### config.mk
export PLATFORM = sky130hd
export DESIGN_NAME = video_timing_ctrl_flat
export DESIGN_NICKNAME = d
export VERILOG_FILES = /design/src/rtl/video_timing_ctrl_pkg.sv /design/src/rtl/video_timing_ctrl_if.sv /design/src/rtl/video_timing_ctrl_axis_counter.sv /design/src/rtl/video_timing_ctrl.sv /design/src/flat_wrapper.sv
export SDC_FILE = /design/constraint.sdc
export NUM_CORES = 1
export LEC_CHECK = 0
export ABC_AREA = 1
export CORE_ASPECT_RATIO = 1.25
export CORE_MARGIN = 4
export CORE_UTILIZATION = 30
export CTS_CLUSTER_SIZE = 25
export DETAILED_ROUTE_END_ITERATION = 6
export GPL_TIMING_DRIVEN = 0
export MAX_ROUTING_LAYER = met4
export PLACE_DENSITY = 0.46
export SLEW_MARGIN = 20
export SYNTH_ARGS = -nofsm -noshare
export SYNTH_HDL_FRONTEND = slang
export SYNTH_HIERARCHICAL = 1
export SYNTH_SLANG_ARGS = --single-unit
### constraint.sdc
create_clock -name clk -period 5.65 [get_ports clk]
set_clock_uncertainty 0.05 [all_clocks]
set_input_delay 1.13 -clock clk [delete_from_list [all_inputs] [get_ports clk]]
set_output_delay 1.13 -clock clk [all_outputs]
set_load 0.02 [all_outputs]
### src/rtl/video_timing_ctrl_pkg.sv
// Shared types and constants for the raster timing controller (package video_pkg).
package video_pkg;

    localparam int VTC_CNT_W       = 12;
    localparam int VTC_FRAME_CNT_W = 16;

    typedef struct packed {
        logic [VTC_CNT_W-1:0] h_active;
        logic [VTC_CNT_W-1:0] h_fp;
        logic [VTC_CNT_W-1:0] h_sync;
        logic [VTC_CNT_W-1:0] h_bp;
        logic [VTC_CNT_W-1:0] v_active;
        logic [VTC_CNT_W-1:0] v_fp;
        logic [VTC_CNT_W-1:0] v_sync;
        logic [VTC_CNT_W-1:0] v_bp;
        logic                 hs_pol;
        logic                 vs_pol;
    } video_timing_t;

    typedef enum logic [1:0] {IDLE, RUN, STOP_PEND} vtc_state_t;

    // 640x480@60 with negative sync polarities
    localparam video_timing_t VTC_TIMING_640X480 = '{
        h_active: 12'd640, h_fp: 12'd16, h_sync: 12'd96, h_bp: 12'd48,
        v_active: 12'd480, v_fp: 12'd10, v_sync: 12'd2,  v_bp: 12'd33,
        hs_pol:   1'b0,    vs_pol: 1'b0
    };

endpackage

### src/rtl/video_timing_ctrl_if.sv
// Raster output bundle: enable in, sync/blank/coordinates out.
interface video_timing_ctrl_if import video_pkg::*; ();

    logic                       enable;
    logic                       running;
    logic                       blank;
    logic                       hsync;
    logic                       vsync;
    logic                       pix_req;
    logic [VTC_CNT_W-1:0]       x;
    logic [VTC_CNT_W-1:0]       y;
    logic                       line_start;
    logic                       frame_start;
    logic [VTC_FRAME_CNT_W-1:0] frame_cnt;

    modport master (
        input  enable,
        output running, blank, hsync, vsync, pix_req, x, y,
               line_start, frame_start, frame_cnt
    );

    modport slave (
        output enable,
        input  running, blank, hsync, vsync, pix_req, x, y,
               line_start, frame_start, frame_cnt
    );

endinterface

### src/rtl/video_timing_ctrl_axis_counter.sv
// Wrapping axis counter (module video_axis_counter): counts 0..max_val, flags last.
module video_axis_counter import video_pkg::*; #(
    parameter int W = VTC_CNT_W
) (
    input  logic         clk,
    input  logic         reset,
    input  logic         inc,
    input  logic         clear,
    input  logic [W-1:0] max_val,
    output logic [W-1:0] count,
    output logic         last
);

    assign last = (count == max_val);

    always_ff @(posedge clk or negedge reset) begin
        if (!reset) begin
            count <= '0;
        end else if (clear) begin
            count <= '0;
        end else if (inc) begin
            count <= last ? '0 : count + 1'b1;
        end
    end

endmodule

### src/rtl/video_timing_ctrl.sv
// Programmable raster timing controller with frame-aligned start/stop.
// Optional frame counter enabled by defining VIDEO_TIMING_FRAME_CNT_EN.
//
// state     | meaning
// IDLE      | counters held at 0, outputs at reset values
// RUN       | raster running, enable high
// STOP_PEND | enable dropped, finishing the current frame
module video_timing_ctrl import video_pkg::*; #(
    parameter int H_ACTIVE = int'(VTC_TIMING_640X480.h_active),
    parameter int H_FP     = int'(VTC_TIMING_640X480.h_fp),
    parameter int H_SYNC   = int'(VTC_TIMING_640X480.h_sync),
    parameter int H_BP     = int'(VTC_TIMING_640X480.h_bp),
    parameter int V_ACTIVE = int'(VTC_TIMING_640X480.v_active),
    parameter int V_FP     = int'(VTC_TIMING_640X480.v_fp),
    parameter int V_SYNC   = int'(VTC_TIMING_640X480.v_sync),
    parameter int V_BP     = int'(VTC_TIMING_640X480.v_bp),
    parameter bit HS_POL   = VTC_TIMING_640X480.hs_pol,
    parameter bit VS_POL   = VTC_TIMING_640X480.vs_pol
) (
    input  logic                clk,
    input  logic                reset,
    video_timing_ctrl_if.master vid
);

    localparam int H_TOTAL = H_ACTIVE + H_FP + H_SYNC + H_BP;
    localparam int V_TOTAL = V_ACTIVE + V_FP + V_SYNC + V_BP;
    localparam int CW1     = VTC_CNT_W + 1;

    if (H_TOTAL > 4096 || V_TOTAL > 4096) begin : g_bad_timing
        $error("video_timing_ctrl: H_TOTAL/V_TOTAL exceed the 12-bit counters");
    end

    localparam logic [VTC_CNT_W-1:0] H_MAX    = VTC_CNT_W'(H_TOTAL - 1);
    localparam logic [VTC_CNT_W-1:0] V_MAX    = VTC_CNT_W'(V_TOTAL - 1);
    localparam logic [CW1-1:0]       H_ACT_C  = CW1'(H_ACTIVE);
    localparam logic [CW1-1:0]       V_ACT_C  = CW1'(V_ACTIVE);
    localparam logic [CW1-1:0]       H_HS_S   = CW1'(H_ACTIVE + H_FP);
    localparam logic [CW1-1:0]       H_HS_E   = CW1'(H_ACTIVE + H_FP + H_SYNC);
    localparam logic [CW1-1:0]       V_VS_S   = CW1'(V_ACTIVE + V_FP);
    localparam logic [CW1-1:0]       V_VS_E   = CW1'(V_ACTIVE + V_FP + V_SYNC);

    vtc_state_t           state, state_next;
    logic [VTC_CNT_W-1:0] hcnt, vcnt;
    logic                 h_last, v_last;
    logic                 cnt_en, cnt_clr;
    logic                 act_dec, hs_dec, vs_dec;

    always_ff @(posedge clk or negedge reset) begin
        if (!reset) state <= IDLE;
        else        state <= state_next;
    end

    always_comb begin
        state_next = state;
        cnt_en     = 1'b0;
        cnt_clr    = 1'b0;
        case (state)
            IDLE: begin
                cnt_clr = 1'b1;
                if (vid.enable) state_next = RUN;
            end
            RUN: begin
                cnt_en = 1'b1;
                if (!vid.enable) state_next = STOP_PEND;
            end
            STOP_PEND: begin
                cnt_en = 1'b1;
                // re-enable in the last cycle keeps running; the counters wrap either way
                if (vid.enable)                state_next = RUN;
                else if (h_last && v_last)     state_next = IDLE;
            end
            default: state_next = IDLE;
        endcase
    end

    video_axis_counter #(.W(VTC_CNT_W)) u_hcnt (
        .clk     (clk),
        .reset   (reset),
        .inc     (cnt_en),
        .clear   (cnt_clr),
        .max_val (H_MAX),
        .count   (hcnt),
        .last    (h_last)
    );

    video_axis_counter #(.W(VTC_CNT_W)) u_vcnt (
        .clk     (clk),
        .reset   (reset),
        .inc     (cnt_en && h_last),
        .clear   (cnt_clr),
        .max_val (V_MAX),
        .count   (vcnt),
        .last    (v_last)
    );

    always_comb begin
        act_dec = ({1'b0, hcnt} < H_ACT_C) && ({1'b0, vcnt} < V_ACT_C);
        hs_dec  = ({1'b0, hcnt} >= H_HS_S) && ({1'b0, hcnt} < H_HS_E);
        vs_dec  = ({1'b0, vcnt} >= V_VS_S) && ({1'b0, vcnt} < V_VS_E);
    end

    // Stage 1 decodes the counters and doubles as the one-cycle-early pixel request.
    logic                 s1_run, s1_act, s1_hs, s1_vs, s1_first;
    logic [VTC_CNT_W-1:0] s1_h, s1_v;

    always_ff @(posedge clk or negedge reset) begin
        if (!reset) begin
            s1_run <= 1'b0;
            s1_act <= 1'b0;
            s1_hs  <= 1'b0;
            s1_vs  <= 1'b0;
            s1_h   <= '0;
            s1_v   <= '0;
        end else begin
            s1_run <= cnt_en;
            s1_act <= cnt_en && act_dec;
            s1_hs  <= hs_dec;
            s1_vs  <= vs_dec;
            s1_h   <= hcnt;
            s1_v   <= vcnt;
        end
    end

    assign s1_first = s1_act && (s1_h == '0) && (s1_v == '0);

    logic                 blank_q, hsync_q, vsync_q, ls_q, fs_q;
    logic [VTC_CNT_W-1:0] x_q, y_q;

    always_ff @(posedge clk or negedge reset) begin
        if (!reset) begin
            blank_q <= 1'b1;
            hsync_q <= ~HS_POL;
            vsync_q <= ~VS_POL;
            ls_q    <= 1'b0;
            fs_q    <= 1'b0;
            x_q     <= '0;
            y_q     <= '0;
        end else if (!s1_run) begin
            blank_q <= 1'b1;
            hsync_q <= ~HS_POL;
            vsync_q <= ~VS_POL;
            ls_q    <= 1'b0;
            fs_q    <= 1'b0;
            x_q     <= '0;
            y_q     <= '0;
        end else begin
            blank_q <= ~s1_act;
            hsync_q <= s1_hs ? HS_POL : ~HS_POL;
            vsync_q <= s1_vs ? VS_POL : ~VS_POL;
            ls_q    <= s1_act && (s1_h == '0);
            fs_q    <= s1_first;
            if (s1_act) begin
                x_q <= s1_h;
                y_q <= s1_v;
            end
        end
    end

`ifdef VIDEO_TIMING_FRAME_CNT_EN
    logic [VTC_FRAME_CNT_W-1:0] frame_cnt_q;

    always_ff @(posedge clk or negedge reset) begin
        if (!reset)        frame_cnt_q <= '0;
        else if (s1_first) frame_cnt_q <= frame_cnt_q + 1'b1;
    end

    assign vid.frame_cnt = frame_cnt_q;
`else
    assign vid.frame_cnt = '0;
`endif

    assign vid.running     = (state != IDLE);
    assign vid.pix_req     = s1_act;
    assign vid.blank       = blank_q;
    assign vid.hsync       = hsync_q;
    assign vid.vsync       = vsync_q;
    assign vid.line_start  = ls_q;
    assign vid.frame_start = fs_q;
    assign vid.x           = x_q;
    assign vid.y           = y_q;

endmodule
### src/flat_wrapper.sv
// flat-port wrapper written by rule: the top's interface ports become plain ports
module video_timing_ctrl_flat import video_pkg::*;
#(
    parameter int H_ACTIVE = int'(VTC_TIMING_640X480.h_active),
    parameter int H_FP     = int'(VTC_TIMING_640X480.h_fp),
    parameter int H_SYNC   = int'(VTC_TIMING_640X480.h_sync),
    parameter int H_BP     = int'(VTC_TIMING_640X480.h_bp),
    parameter int V_ACTIVE = int'(VTC_TIMING_640X480.v_active),
    parameter int V_FP     = int'(VTC_TIMING_640X480.v_fp),
    parameter int V_SYNC   = int'(VTC_TIMING_640X480.v_sync),
    parameter int V_BP     = int'(VTC_TIMING_640X480.v_bp),
    parameter bit HS_POL   = VTC_TIMING_640X480.hs_pol,
    parameter bit VS_POL   = VTC_TIMING_640X480.vs_pol
)
  (clk, reset, vid_enable, vid_running, vid_blank, vid_hsync, vid_vsync, vid_pix_req, vid_x, vid_y, vid_line_start, vid_frame_start, vid_frame_cnt);
  video_timing_ctrl_if vid_i ();
  input  logic clk;
  input  logic reset;
  input wire logic [$bits(vid_i.enable)-1:0] vid_enable;
  output wire logic [$bits(vid_i.running)-1:0] vid_running;
  output wire logic [$bits(vid_i.blank)-1:0] vid_blank;
  output wire logic [$bits(vid_i.hsync)-1:0] vid_hsync;
  output wire logic [$bits(vid_i.vsync)-1:0] vid_vsync;
  output wire logic [$bits(vid_i.pix_req)-1:0] vid_pix_req;
  output wire logic [$bits(vid_i.x)-1:0] vid_x;
  output wire logic [$bits(vid_i.y)-1:0] vid_y;
  output wire logic [$bits(vid_i.line_start)-1:0] vid_line_start;
  output wire logic [$bits(vid_i.frame_start)-1:0] vid_frame_start;
  output wire logic [$bits(vid_i.frame_cnt)-1:0] vid_frame_cnt;
  assign vid_i.enable = vid_enable;
  assign vid_running = vid_i.running;
  assign vid_blank = vid_i.blank;
  assign vid_hsync = vid_i.hsync;
  assign vid_vsync = vid_i.vsync;
  assign vid_pix_req = vid_i.pix_req;
  assign vid_x = vid_i.x;
  assign vid_y = vid_i.y;
  assign vid_line_start = vid_i.line_start;
  assign vid_frame_start = vid_i.frame_start;
  assign vid_frame_cnt = vid_i.frame_cnt;
  video_timing_ctrl #(.H_ACTIVE(H_ACTIVE), .H_FP(H_FP), .H_SYNC(H_SYNC), .H_BP(H_BP), .V_ACTIVE(V_ACTIVE), .V_FP(V_FP), .V_SYNC(V_SYNC), .V_BP(V_BP), .HS_POL(HS_POL), .VS_POL(VS_POL)) u_core (.clk(clk), .reset(reset), .vid(vid_i));
endmodule
Word-level counts from Yosys, hierarchy flattened:

Index checks and enable logic that the tools add are counted.

* flip-flop bits (word level): 83
* input port bits: 3
* logic and storage cells: 73

* add/sub/neg operators: 2
* $lt $le $gt $ge: 6
* equal/unequal tests: 8
* multiplexer cells: 24
* bitwise gates (word level): 1
* reductions and logical operators: 16

Operator list (number)
* two-way mux 12 bit: 10
* adder 12 x 1 -> 12 bit, second input constant: 2
* == test 12 x 10 -> 1 bit, second input constant: 2
* logical NOT 12 bit: 2
* < comparator 12 x 10 -> 1 bit, second input constant: 2
* < comparator 12 x 9 -> 1 bit, second input constant: 2
* greater-or-equal comparator 12 x 10 -> 1 bit, second input constant: 1
* greater-or-equal comparator 12 x 9 -> 1 bit, second input constant: 1
* two-way mux 1 bit: 9
* logical AND 1 bit: 8
* two-way mux 2 bit: 4
* != test 2 bit, second input constant: 3
* one-hot mux 2 bit (3 select lines): 1
* nonzero test 2 bit: 3
* != test 3 x 2 -> 1 bit, second input constant: 1
* AND reduction 3 bit: 1
* == test 2 x 1 -> 1 bit, second input constant: 1
* == test 2 bit, second input constant: 1
* logical NOT 2 bit: 1
* OR reduction 2 bit: 1
* inverter 1 bit: 1

Longest topological paths before layout:

* depth in word-level cells: 6
* mapped depth: 16

Hierarchy:

Netlist, hierarchy kept.

Modules (own cells, without submodules)
* video_timing_ctrl: times used 1, cells an instance 231, area an instance 2484.9 sq um, sequential area each 1480.2 sq um
* video_axis_counter: times used 2, cells an instance 131, area an instance 942.2 sq um, sequential area each 300.3 sq um

Worst setup path after synthesis:

OpenSTA, ideal clock, no wires.

* path kind: register to output
* from: reg u_core.state[0]
* to: out vid_running
* data arrival time: 1.028 ns
* data required time: 4.470 ns
* slack: 3.442 ns
* cell stages (with the launch flop): 4
* buffers on the path: 0
* path through: dfrtp_1 inv_1 ha_1 inv_1

* cells in the longest elaborated chain, start to end: 1

RTL lines
* from (decl): line video_timing_ctrl.sv:42 `vtc_state_t state, state_next;`
* from (signal assigned): line video_timing_ctrl.sv:50 `else state <= state_next;`
* nonzero test 2 bit: line video_timing_ctrl.sv:172 `assign vid.running = (state != IDLE);`
* to (decl): line flat_wrapper.sv:20 `output wire logic [$bits(vid_i.running)-1:0] vid_running;`

No other way between the ends.

Final worst setup path:

* from: reg u_core.state[1]
* to: out vid_running

The elaborated chain is that of the path after synthesis.

==> reports/summary.log <==
qor: setup_path.critical_path.max_stage_delay 0.55 ns
qor: routing.detailroute.via_count 3195
qor: routing.routed_wirelength 8.903 mm
qor: finish.layout_common_cells sky130_fd_sc_hd__nand2_1, sky130_fd_sc_hd__dfrtp_1, sky130_fd_sc_hd__conb_1
qor: min_path.hold-path-cell-count 1
qor: clock_network.cts_max_level 3
qor: synth.synth.cell_area 4369 sq um
qor: setup_path.critical-path-top-delay-family buffers and inverters
qor: routing.detail_route.vias_per_cell 4.123
qor: synth.ys_seq_area_share 47.62%
qor: clock_network.clock_path_buffers 2
qor: clock_network.post_cts_resized 0
qor: clock_network.cts_inserted_buffers 9
qor: clock_network.clock_sinks 83
qor: setup_path.r2r_end u_core/u_vcnt/count[4]$_DFFE_PN0P_
qor: synth.synth_top_family_by_area simple AND/OR/NAND/NOR gates
qor: setup_path.crit_slowest_cell sky130_fd_sc_hd__clkdlybuf4s50_1
qor: placed_design.place.detailed.instances 759
qor: timing.setup_ws 2.539 ns
qor: synth.yosys-mux-area-fraction 0%
qor: routing.ant_nets 0
qor: setup_path.worstPathArrival 1.93 ns
qor: die.rows 49
qor: routing.drt-pass1-iter-count 4
qor: timing.slew_violations 0
qor: die.io_pins 50
qor: global_routing.grt_overflow 0
qor: finish.design.final.nets 602
qor: setup_path.critPathKind flop to primary output
qor: timing.maxClockFrequency 0.3215 GHz
qor: placed_design.place.gp.congestion 0.7894
qor: pwr.cellLeakagePower 0.002626 uW
qor: routing.drc 0
qor: synth.post_synth_num_cell_types 30
qor: synth.syn_inst 493
qor: synth.syn_avg_cell_area 8.862 sq um
qor: routing.dr.first_iter.drc_count 123
qor: pwr.peak_supply_drop 0.3157 mV
qor: finish.layout.cells.most_common sky130_fd_sc_hd__nand2_1
qor: global_routing.grt.total_usage 11.94%
qor: setup_path.crit_path_frequent_cell sky130_fd_sc_hd__inv_1
qor: setup_path.critical_path_buffer_and_inverter_count 3
qor: synth.synthAdderAreaFrac 2.005%
qor: placed_design.post-dp-hpwl 6.644 mm
qor: finish.filler_cell_count 1459
qor: timing.fin_setup_tns 0 ns
qor: global_routing.first_global_vias 3199
qor: min_path.holdCritStartpoint u_core/s1_vs$_DFF_PN0_
qor: pwr.power.density 374.0 nW/um^2
qor: synth.synth-seq-cells 83
qor: synth.synth_xor_xnor_area_share 4.811%
qor: global_routing.largest_net_degree_at_the_start_of_global_routing 56
qor: finish.final_cells 775
qor: setup_path.path_cells inv_1 -> ha_1 -> inv_1 -> clkdlybuf4s50_1
qor: finish.antenna_cells 0
qor: run.maxCapViolCount 0
qor: global_routing.first_pass_grt_wire_length 15.34 mm
qor: timing.finalSetupViolCount 0
qor: setup_path.timing.reg2reg.setup_slack 3.54 ns
qor: synth.post-synth-top-area-fraction 45.82%
qor: clock_network.tritoncts yes
qor: setup_path.timing.critical_path.to_type primary output
qor: setup_path.cp.required 4.47 ns
qor: finish.area_delta_synth_final 24.86%
qor: min_path.holdCritPathClass flop to flop
qor: finish.layout-drive-gt1-share 18.93%
qor: global_routing.grt_antenna_before_repair 0
qor: setup_path.crit_path_max_fanout 9
qor: setup_path.reg2regPathDepth 15
qor: synth.ys_warn_count 6
qor: timing.period_minus_slack 3.111 ns
qor: synth.post_synth_main_area_contributors sky130_fd_sc_hd__dfrtp_1, sky130_fd_sc_hd__nand2_1, sky130_fd_sc_hd__nand3_2, sky130_fd_sc_hd__inv_1, sky130_fd_sc_hd__nand3_1
qor: outcome.status complete, no violations
qor: clock_network.clock_insertion_delay_worst_skew 0.34 ns
qor: placed_design.detailedPlace.worstSlack 2.888 ns
qor: die.dieHeight 142.9 microns
qor: clock_network.post_cts_hold_buffer_count 0
qor: timing.final_min_period_over_clock_period 55.06%
qor: placed_design.portBuffers 33
qor: synth.yosys.area.top_type sky130_fd_sc_hd__dfrtp_1
qor: die.core-area 14350 sq um
qor: setup_path.worstReg2RegStart u_core/u_hcnt/count[5]$_DFFE_PN0P_
qor: synth.synthSimpleGateAreaFrac 29.64%
qor: die.initial_core_util 30.46%
qor: clock_network.post-cts-setup-buffer-count 0
qor: pwr.p_total 2040 uW
qor: routing.drt-wirelength-per-cell 11.49 microns
qor: setup_path.worst_setup_path_start_kind flop
qor: die.die_area 16570 sq um
qor: timing.rsz_0062_raised_after_global_routing false
qor: timing.hold_viol 0
qor: clock_network.clock-root-buffer sky130_fd_sc_hd__clkbuf_16
qor: clock_network.clk_pin_slew 0.06 ns
qor: min_path.timing.hold.worst_endpoint u_core/vid.vsync$_DFF_PN1_
qor: synth.synth-compound-area-share 5.326%
qor: die.die_width 115.9 microns
Yosys cell counts, drive strengths merged:
library cell and number:
xor2 16, a21oi 12, conb 2, o31ai 2
or2 1, nand2 145, nor2 47, nand3 55
ha 7, buf 27, nand4 4, o21ai 21
dfstp 3, dfrtp 80, xnor2 8, inv 55
nor3 8
layer usage:
layer	track usage (%)	share of wire [%]	vias to the layer above
met5	-	0	-
met4	4.704	2.3	0
met3	2.120	3.4	14
met2	19.58	50	47
met1	14.54	44	1463
li1	-	-	1671
power by group:
group	total, uW	internal [uW]	switching, uW
Clock	604	366	237
Combinational	708	251	456
Sequential	729	662	66.8
logic make-up (layout without fill, tap and decap cells):
logic type                 Yosys count  count (layout)
and+or+nand+nor                    260             260
xor gates and xnor gates            24              24
other                                2              56
DFF                                 83              83
AOI/OAI and AO/OA                   35              35
adders and majority gates            7               7
buffers and inverters               82             132
state kept, by name (all words and copies together), names as in the netlist:
name / flops
u_core/s1_v: 12
u_core/s1_h: 12
u_core/u_vcnt/count: 12
u_core/u_hcnt/count: 12
u_core/vid.vsync: 1
u_core/vid.x: 12
u_core/vid.hsync: 1
u_core/s1_hs: 1
u_core/vid.pix_req: 1
u_core/s1_vs: 1
u_core/vid.frame_start: 1
u_core/s1_run: 1
u_core/vid.blank: 1
u_core/state: 2
u_core/vid.y: 12
u_core/vid.line_start: 1
stage by stage:
stage / hold WS [ns] / cell area (sq um) / util [%]
6_report: 0.3163 / 5455 / 38.03
2_1_floorplan: 0.3020 / 4572 / -
4_1_cts: 0.3188 / 5455 / 38.03
3_3_place_gp: 0.3096 / 5125 / 35.72
5_1_grt: 0.3333 / 5455 / 38.03
3_5_place_dp: 0.3101 / 5150 / 35.90
area by class of cell:
| type | instances | area (sq um) | area share (%) |
|---|---|---|---|
| sequential | 83 | 2081 | 38.14 |
| tap | 178 | 222.7 | 4.083 |
| clock inverter | 4 | 48.80 | 0.8945 |
| inverter | 55 | 206.4 | 3.784 |
| clock buffer | 12 | 256.5 | 4.702 |
| buffer | 27 | 249.0 | 4.564 |
| multi-input combinational | 382 | 2036 | 37.32 |
| timing repair buffer | 34 | 355.3 | 6.514 |
worst max path at each step:
stage          cells after the start  slack, ns                            endpoint                        start
2_1_floorplan                      3       3.44                         vid_running  u_core/state[0]$_DFFE_PN0P_
3_3_place_gp                       1       0.33  u_core/u_vcnt/count[5]$_DFFE_PN0P_                        reset
3_5_place_dp                       4       2.89                         vid_running  u_core/state[1]$_DFFE_PN0P_
4_1_cts                            4       2.50                         vid_running  u_core/state[1]$_DFFE_PN0P_
5_1_grt                            4       2.39                         vid_running  u_core/state[1]$_DFFE_PN0P_
6_report                           4       2.54                         vid_running  u_core/state[1]$_DFFE_PN0P_
worst reg2reg max path, delay by kind of cell (launching register included):
kind                   cells  cell delay, ns
flip-flops                 1            0.43
AND/OR/NAND/NOR            8            0.72
AO/OA/AOI/OAI              1            0.10
XOR/XNOR                   1            0.17
buffers and inverters      5            0.57
Note: power is estimated with default switching activity, not from simulation.
